## src/rtl/dwconv_psum_pairer.sv

```systemverilog
// dwconv_psum_pairer: gathers the two kernel partial sums of each depthwise
// channel into one packed pair. The pair is presented together with that
// channel's bias as a single-cycle strobe to the downstream add cell.
module dwconv_psum_pairer #(
   parameter int CHANNELS = 4,
   parameter int CW       = $clog2(CHANNELS)
) (
   input  logic                clk,
   input  logic                rst,
   input  logic                in_valid,
   output logic                in_ready,
   input  logic signed [31:0]  in_data,
   input  logic                flush,
   input  logic                bias_wr_en,
   input  logic [CW-1:0]       bias_wr_addr,
   input  logic signed [31:0]  bias_wr_data,
   output logic [0:63]         output_data,
   output logic signed [31:0]  output_bias,
   output logic                en,
   output logic [CW-1:0]       out_ch,
   output logic                frame_done
);

   typedef enum logic [1:0] {K0, K1, EMIT} state_t;

   localparam logic [CW-1:0] LAST_CH = CW'(CHANNELS - 1);

   state_t             state;
   state_t             state_nxt;
   logic [CW-1:0]      ch;
   logic [CW-1:0]      ch_nxt;
   logic               xfer;
   logic signed [31:0] bias_table [CHANNELS];
   logic signed [31:0] bias_sel;

   // While the pair is being presented, or while a flush is pending, no new sum is taken.
   assign in_ready   = (state != EMIT) && !flush;
   assign xfer       = in_valid && in_ready;
   assign en         = (state == EMIT);
   assign frame_done = en && (out_ch == LAST_CH);

   // A bias written to the current channel in the k1 cycle is forwarded, so the
   // emission never sees a stale entry.
   assign bias_sel = (bias_wr_en && (bias_wr_addr == ch)) ? bias_wr_data : bias_table[ch];

   // Next-state and channel-advance logic; flush overrides everything.
   always_comb begin
      // NOTE: every signal driven here gets a default first, so no path can infer a latch.
      state_nxt = state;
      ch_nxt    = ch;
      unique case (state)
         K0:      if (xfer) state_nxt = K1;
         K1:      if (xfer) state_nxt = EMIT;
         EMIT: begin
            state_nxt = K0;
            ch_nxt    = (ch == LAST_CH) ? '0 : ch + CW'(1);
         end
         default: state_nxt = K0;
      endcase
      if (flush) begin
         state_nxt = K0;
         ch_nxt    = '0;
      end
   end

   // State and channel-counter registers.
   always_ff @(posedge clk or posedge rst) begin
      // NOTE: sequential state uses non-blocking assignments, so every register samples pre-edge values.
      if (rst) begin
         state <= K0;
         ch    <= '0;
      end else begin
         state <= state_nxt;
         ch    <= ch_nxt;
      end
   end

   // Output pair, bias and channel capture; these hold between emissions.
   always_ff @(posedge clk or posedge rst) begin
      if (rst) begin
         output_data <= '0;
         output_bias <= '0;
         out_ch      <= '0;
      end else if (xfer) begin
         if (state == K0) begin
            output_data[0:31] <= in_data;
         end else if (state == K1) begin
            output_data[32:63] <= in_data;
            output_bias        <= bias_sel;
            out_ch             <= ch;
         end
      end
   end

   // Bias table: a write is accepted on any cycle, and flush leaves the table alone.
   always_ff @(posedge clk or posedge rst) begin
      if (rst) begin
         // NOTE: the table is small and must read as zero after reset, so it is built from reset flops rather than RAM.
         for (int i = 0; i < CHANNELS; i++) bias_table[i] <= '0;
      end else if (bias_wr_en) begin
         bias_table[bias_wr_addr] <= bias_wr_data;
      end
   end

endmodule

```

## config.mk

```make
export PLATFORM = sky130hd
export DESIGN_NAME = dwconv_psum_pairer
export DESIGN_NICKNAME = d
export VERILOG_FILES = /design/src/rtl/dwconv_psum_pairer.sv
export SDC_FILE = /design/constraint.sdc
export NUM_CORES = 1
export LEC_CHECK = 0
export BUFFER_PORTS_ARGS = -buffer_cell sky130_fd_sc_hd__buf_2
export CAP_MARGIN = 25
export CORE_ASPECT_RATIO = 1.4
export CORE_MARGIN = 3
export CORE_UTILIZATION = 37
export CTS_BUF_LIST = sky130_fd_sc_hd__clkbuf_4
export CTS_CLUSTER_DIAMETER = 150
export DETAILED_ROUTE_END_ITERATION = 10
export SYNTH_ARGS = -nofsm -noshare
export SYNTH_HDL_FRONTEND = slang
export SYNTH_SLANG_ARGS = --single-unit
```

## constraint.sdc

```tcl
create_clock -name clk -period 9.4 [get_ports clk]
set_clock_uncertainty 0.2 [all_clocks]
set_input_delay 0.94 -clock clk [delete_from_list [all_inputs] [get_ports clk]]
set_output_delay 0.94 -clock clk [all_outputs]
set_load 0.005 [all_outputs]
```

-- Yosys cells after proc, flatten, opt, wreduce, memory -nomap -nowiden
Index checks and enable logic that the tools add are counted.
- $add $sub $neg: 1
- equal/unequal tests: 8
- shift operators: 0
- muxes and demuxes: 14
- div/mod/pow operators: 0
- $lt $le $gt $ge: 3
- bitwise operators: 3
- $mul: 0
- reduce and logical (&&, ||, !) cells: 11
- operators by type and width (operator ; count):
    $bwmux W128 ; 1
    $mux W32 ; 4
    $bmux W32 S2 ; 1
    $demux W32 S2 ; 1
    $mux W2 ; 6
    $eq A2 B2 Y1 const B ; 3
    $ge A3 B3 Y1 const B ; 2
    $ne A3 B3 Y1 const B ; 2
    $not A2 Y3 ; 2
    $logic_and A1 B1 Y1 ; 5
    $pmux W2 S2 ; 1
    $reduce_and A2 Y1 ; 2
    $lt A3 B1 Y1 const B ; 1
    $reduce_and A3 Y1 ; 1
    $add A2 B1 Y2 const B ; 1
    $eq A2 B1 Y1 const B ; 1
    $eq A2 B2 Y1 ; 1
    $logic_not A2 Y1 ; 1
    $ne A2 B2 Y1 const B ; 1
    $reduce_bool A2 Y1 ; 1
    $logic_not A1 Y1 ; 1
    $not A1 Y1 ; 1
- output and inout bits: 101
- register bits: 230
- input port bits: 71
- logic and storage cells: 50
- memories: 0
- ROM bits: 0
- memory bits (writable): 0
- latch bits: 0

-- Logic depth before layout (Yosys ltp)
Gate-level depths: netlist (run 1).
- depth after elaboration: 6
- depth in mapped cells: 5

-- Worst setup path after synthesis (run 1)
No wires, ideal clock.
- path kind: in2reg
- from: input bias_wr_en
- to: register bias_table[116] (netlist name)
- path slack: 7.194 ns
- library setup time: 0.125 ns
- cell stages on the path: 5
- required time: 9.075 ns
- arrival time: 1.881 ns
- path through: buf_2 -> inv_2 -> nor3_4 -> buf_4 -> mux2_2
- RTL lines (item ; RTL line ; text):
    start, declared ; 14 ; input logic bias_wr_en,
    end signal, assigned by index ; 101 ; bias_table[bias_wr_addr] <= bias_wr_data;
    end, declared ; 33 ; logic signed [31:0] bias_table [CHANNELS];

==> results.toml, run 1 <==
[placement]
dp_hpwl_um = 15900
place_ws_ns = 5.31
port_buffers = 171
place.gp.congestion = 0.711

[worst_setup_path]
worst_r2r_path_depth = 5
endpoint_kind = "flop"
r2r_slack_ns = 6.51
cp_data_required_time_ns = 9.77
startpoint = "bias_wr_en"
r2r_end = "output_bias[18]"
path_class = "in2reg"
reg2reg_from = "ch[1]"
crit_path_max_fanout = 36
cp-start-kind = "input port"
arrival_ns = 3.72

[clocking]
path_clk_slew_ns = 0.06
clockBufferDepth = 3
clock_latency_ns = 0.71
cts.sink_count = 230
htreeDepth = 2
holdBufCountCts = 0
cts_resized = 0
postCtsSetupBuffers = 0
root_buffer = "clkbuf_4"
cts_buffers = 59
cts_tree = "yes"

[timing]
tns_ns = 0
hold_violations = 0
max_freq_mhz = 298
timing.hold.ws_ns = 0.118
setup_viol = 0
grt_setup_unrepaired = "no"
period_share_pct = 35.7
slew_viol_final = 0
finalWorstSetupSlack_ns = 6.05
worst_slew_pin_slew_ns = 1.04
max_slew_margin_pct = 31.0
min_period_ns = 3.35

[grt]
grt_max_degree = 88
antenna_found_initial = 6
grt_pass1_vias = 6843
grt_pass1_wl_um = 39700
gr-total-overflow = 0
grt_usage_pct = 16.9

[detailed_routing]
wl_per_cell_um = 19.8
dr.pass1.iters = 5
vias_per_cell = 5.23
drc_errors = 0
drt-total-wl_um = 25000
vias = 6579
postRouteAntennaNets = 0
first_iter_violations = 235

[yosys]
synth_fp_nets = 735
syn_avg_cell_area_um2 = 15.3
synthFlopType = "dfrtp_1"
ys_ff_latch = 230
synth_largest_area_cell = "dfrtp_1"
netlist_instances = 663
synth-simple-area-share_pct = 4.19
synth_cell_types = 30
synth_top_family_by_area = "multiplexers"
async_flop_share_pct = 100
synth_compound_area_share_pct = 4.34
synth_area_um2 = 10100
muxShareOfSynthArea_pct = 30.0
ys_warn_count = 0
synth_common_cells = "230 x dfrtp_1, 158 x mux2_2, 36 x nor2_1"
ys_seq_area_share_pct = 56.7
synth_fa_ha_area_share_pct = 0.123
synth_top_area_share_pct = 56.7
synth-edff-count = 0
yosysMostFrequentCell = "dfrtp_1"
synthTopCellsByArea = "dfrtp_1 57%, mux2_2 18%, mux4_2 7.1%, mux2_4 4.7%, o31ai_1 2.4%"
synthXorXnorAreaFrac_pct = 0.839

[floorplanning]
start_util_pct = 37.7
dieArea_um2 = 29500
io_pins = 172
core_area_um2 = 26900
die_w_um = 146
rows = 71
die-height_um = 202

[power_and_ir_drop]
peakVddDrop_mv = 0.101
powerDensity_nw_per_um2 = 234
total_power_mw = 2.79
p_leak_nw = 5.21

[cells_and_area]
finalNetCount = 925
drive_gt1_share_pct = 57.1
fin_util_pct = 44.4
syn_to_final_growth_pct = 17.9

[hold_path]
hold_class = "in2async"

[flow_run]
max_cap_violations = 0

[status]
status = "finished clean"
cell families after synthesis:
kind of cell	Yosys count
xor+xnor	5
simple gates	77
fa+ha+maj	1
compound gates	64
flops	230
mux	228
buf+inv	58
registers in the layout, indices dropped and copies added, names as in the netlist:
name	flops
ch	2
output_data	64
bias_table	128
output_bias	32
state	2
out_ch	2
routing by layer:
metal,up-vias,GRT usage (%),routed length (um)
li1,2913,-,-
met1,3332,20.4,9780
met2,273,29.1,12700
met3,55,4.40,1830
met4,6,6.52,570
met5,-,0,40
worst max path at each step:
| stage | end | cells past startpoint | slack, ns |
|---|---|---|---|
| floorplan | bias_table[0] | 1 | 1.96 |
| global placement | bias_table[117] | 5 | 5.34 |
| detailed placement | bias_table[116] | 5 | 5.31 |
| CTS | bias_table[116] | 5 | 6.10 |
| global route | bias_table[116] | 5 | 6.00 |
| finish | bias_table[111] | 5 | 6.05 |
stage by stage:
step	cells	cell area (um^2)
2_1_floorplan	663	10100
3_3_place_gp	1156	11200
3_5_place_dp	1156	11200
4_1_cts	1255	11900
5_1_grt	1259	12000
6_report	1259	12000
cell usage in the layout, fill, tap and decap left out, types with 32 or more instances in the layout:
cell type	count
mux2_4	32
nand4_1	32
nor2_1	36
mux4_2	32
mux2_2	158
buf_2	171
o31ai_1	32
dfrtp_1	228
a31oi_1	32
clkbuf_4	85
critical path, cell delays in order:
cell	delay, ns
buf_2	0.62
inv_2	0.53
nor3_4	0.83
buf_4	0.41
mux2_2	0.37
report_power, final:
| part | internal, mW | total, mW | switching (mW) |
|---|---|---|---|
| sequential | 1.23 | 1.36 | 0.133 |
| clock | 0.438 | 0.836 | 0.397 |
| combinational | 0.349 | 0.597 | 0.248 |
| total | 2.02 | 2.79 | 0.778 |
layout make-up:
type,count,area [um^2]
well taps,365,457
inverters,2,15.0
clock buffers,85,638
diodes,3,7.51
flip-flops and latches,230,5760
fillers,2520,15000
clock inverters,14,88.8
repair buffers,185,981
multi-input cells,375,4010
(Power assumes the default switching activity.)
==> inputs of run 2 (changes only) <==
Settings changed: ABC_AREA set to 1.
Clock period 9.4 ns to 2.9 ns, I/O delays scaled along.
==> results.toml, run 2 <==
[status]
status = "finished clean"

[yosys]
syn_avg_cell_area_um2 = 8.40
synth_fp_nets = 1254
netlist_instances = 1182
yosysMostFrequentCell = "nand2_1"
synth_largest_area_cell = "dfrtp_1"
synthFlopType = "dfrtp_1"
ys_ff_latch = 230
ys_warn_count = 0
synth_common_cells = "456 x nand2_1, 230 x dfrtp_1, 196 x o21ai_0"
synthTopCellsByArea = "dfrtp_1 58%, nand2_1 17%, o21ai_0 9.9%, nand3_1 5.0%, inv_1 2.6%"
ys_seq_area_share_pct = 57.9
synth_area_um2 = 9930
synth_top_area_share_pct = 57.9
synth-edff-count = 0
synth_cell_types = 17
async_flop_share_pct = 100

[cells_and_area]
largestRegisters = "bias_table: 128 flops, output_data: 64 flops, output_bias: 32 flops"
syn_to_final_growth_pct = 24.8
instances_no_fill = 1788
final_common_cell = "nand2_1"
drive_gt1_share_pct = 20.0
final_cell_mix = "455 x nand2_1, 229 x dfrtp_1, 196 x o21ai_0, 171 x buf_2, 98 x nand3_1"
fin_util_pct = 47.2
finalNetCount = 1495
largest_reg_flops = 128
final_cell_area_um2 = 12400
max_flop_register = "bias_table"

[power_and_ir_drop]
total_power_mw = 8.39
p_leak_nw = 6.53
peakVddDrop_mv = 0.323
powerDensity_nw_per_um2 = 677

[worst_setup_path]
worst_r2r_path_depth = 3
cp-endpoint = "in_ready"
reg2reg_from = "ch[0]"
crit_slowest_cell = "nor2_1"
cp-start-kind = "flop"
path_class = "reg2out"
r2r_slack_ns = 0.97
arrival_ns = 1.94
crit_chain = "nor2_1 -> nor2_1 -> buf_2"
cp_data_required_time_ns = 2.41
path_buf_inv = 1
crit_path_max_fanout = 5
cpLargestDelayFamily = "simple AND/OR/NAND/NOR gates"
worst-path-stages = 3
r2r_end = "ch[0]"
cp_common_cell = "nor2_1"
endpoint_kind = "output pin"
cpPeakStageDelay_ns = 0.48
startpoint = "state[0]"

[timing]
max_slew_margin_pct = 50.4
hold_violations = 0
max_freq_mhz = 411
worst_slew_pin_slew_ns = 0.744
period_share_pct = 83.9
min_period_ns = 2.43
slew_viol_final = 0
setup_viol = 0
tns_ns = 0
finalWorstSetupSlack_ns = 0.467
grt_setup_unrepaired = "no"
timing.hold.ws_ns = 0.0638

[detailed_routing]
wl_per_cell_um = 15.8
vias = 8837
vias_per_cell = 4.94
dr.pass1.iters = 5
postRouteAntennaNets = 0
drt-total-wl_um = 28300
first_iter_violations = 486
drc_errors = 0

[grt]
antenna_found_initial = 1
grt_usage_pct = 19.5
grt_pass1_wl_um = 45200
gr-total-overflow = 0
grt_pass1_vias = 8613
grt_max_degree = 98

[clocking]
cts_buffers = 58
cts.sink_count = 230
postCtsSetupBuffers = 0
clockBufferDepth = 3
root_buffer = "clkbuf_4"
cts_tree = "yes"
path_clk_slew_ns = 0.06
htreeDepth = 2
clock_latency_ns = 0.67

[floorplanning]
io_pins = 172
die_w_um = 144
die-height_um = 200
core_area_um2 = 26300
rows = 70
dieArea_um2 = 28900
start_util_pct = 37.8

[hold_path]
hold_class = "in2reg"
hold_depth = 6

[placement]
place.gp.congestion = 0.761
port_buffers = 171
dpl_cell_area_um2 = 11000
dp_cells = 1620
dp_hpwl_um = 17300
place_ws_ns = 0.959

[flow_run]
max_cap_violations = 0
## run 2: cell types whose count changed in the layout (fill, tap and decap cells not counted), moves of 67 or more
cell / delta
nand2_1: +455
dlygate4sd3_1: +67
nand3_1: +97
inv_1: +69
o21ai_0: +196
mux2_2: -158
## run 2: layout make-up
class                      count  area [um^2]
multi-input combinational    799         3520
antenna                        1         2.50
fill                        2641        13900
inverter                      74          282
clock buffer                  80          601
tap                          324          405
clock inverter                20          105
timing repair buffer         260         1730
sequential                   230         5760
## run 2: power by group
group / internal, mW / switching [mW] / total, mW
combinational: 0.695 / 0.852 / 1.55
clock: 1.36 / 1.29 / 2.65
sequential: 3.84 / 0.354 / 4.19
## run 2: how the worst min path moves through the flow
stage	start	to	slack, ns
CTS	bias_wr_en	output_bias[8]	0.002
global route	bias_wr_en	output_bias[8]	0.07
detailed placement	output_bias[7]	output_bias[7]	0.26
floorplan	in_data[30]	output_data[33]	0.25
finish	bias_wr_en	output_bias[8]	0.06
global placement	output_bias[19]	output_bias[19]	0.26
## run 2: cells by family (layout without fill, tap and decap cells)
group / Yosys count / in the layout / synth area share [%]
adder cells (fa/ha/maj): 1 / 1 / 0.126
buffers and inverters: 153 / 434 / 6.80
flip-flops: 230 / 230 / 57.9
AND/OR/NAND/NOR: 602 / 602 / 25.2
other: 0 / 1 / 0
AO/OA/AOI/OAI: 196 / 196 / 9.88
## run 2: timing repair
| item | in CTS | in global routing |
|---|---|---|
| endpoints found under the hold margin | 458 | 0 |
| endpoints found under the setup margin | 0 | 0 |
| resized for setup | 0 | 0 |
| hold buffers | 67 | 0 |
## run 2: per-layer routing
layer	wire length (um)	track usage, %	part of all wire (%)
met1	12600	26.0	44
met5	0	0	0
met3	1840	3.72	6.5
met2	13200	32.0	47
met4	703	6.81	2.5
## run 2: worst min-delay path, cell delays in order
cell	delay, ns
buf_2	0.15
nand2_1	0.09
nand2_2	0.10
nand4_1	0.11
nand3_1	0.07
nand2_1	0.05
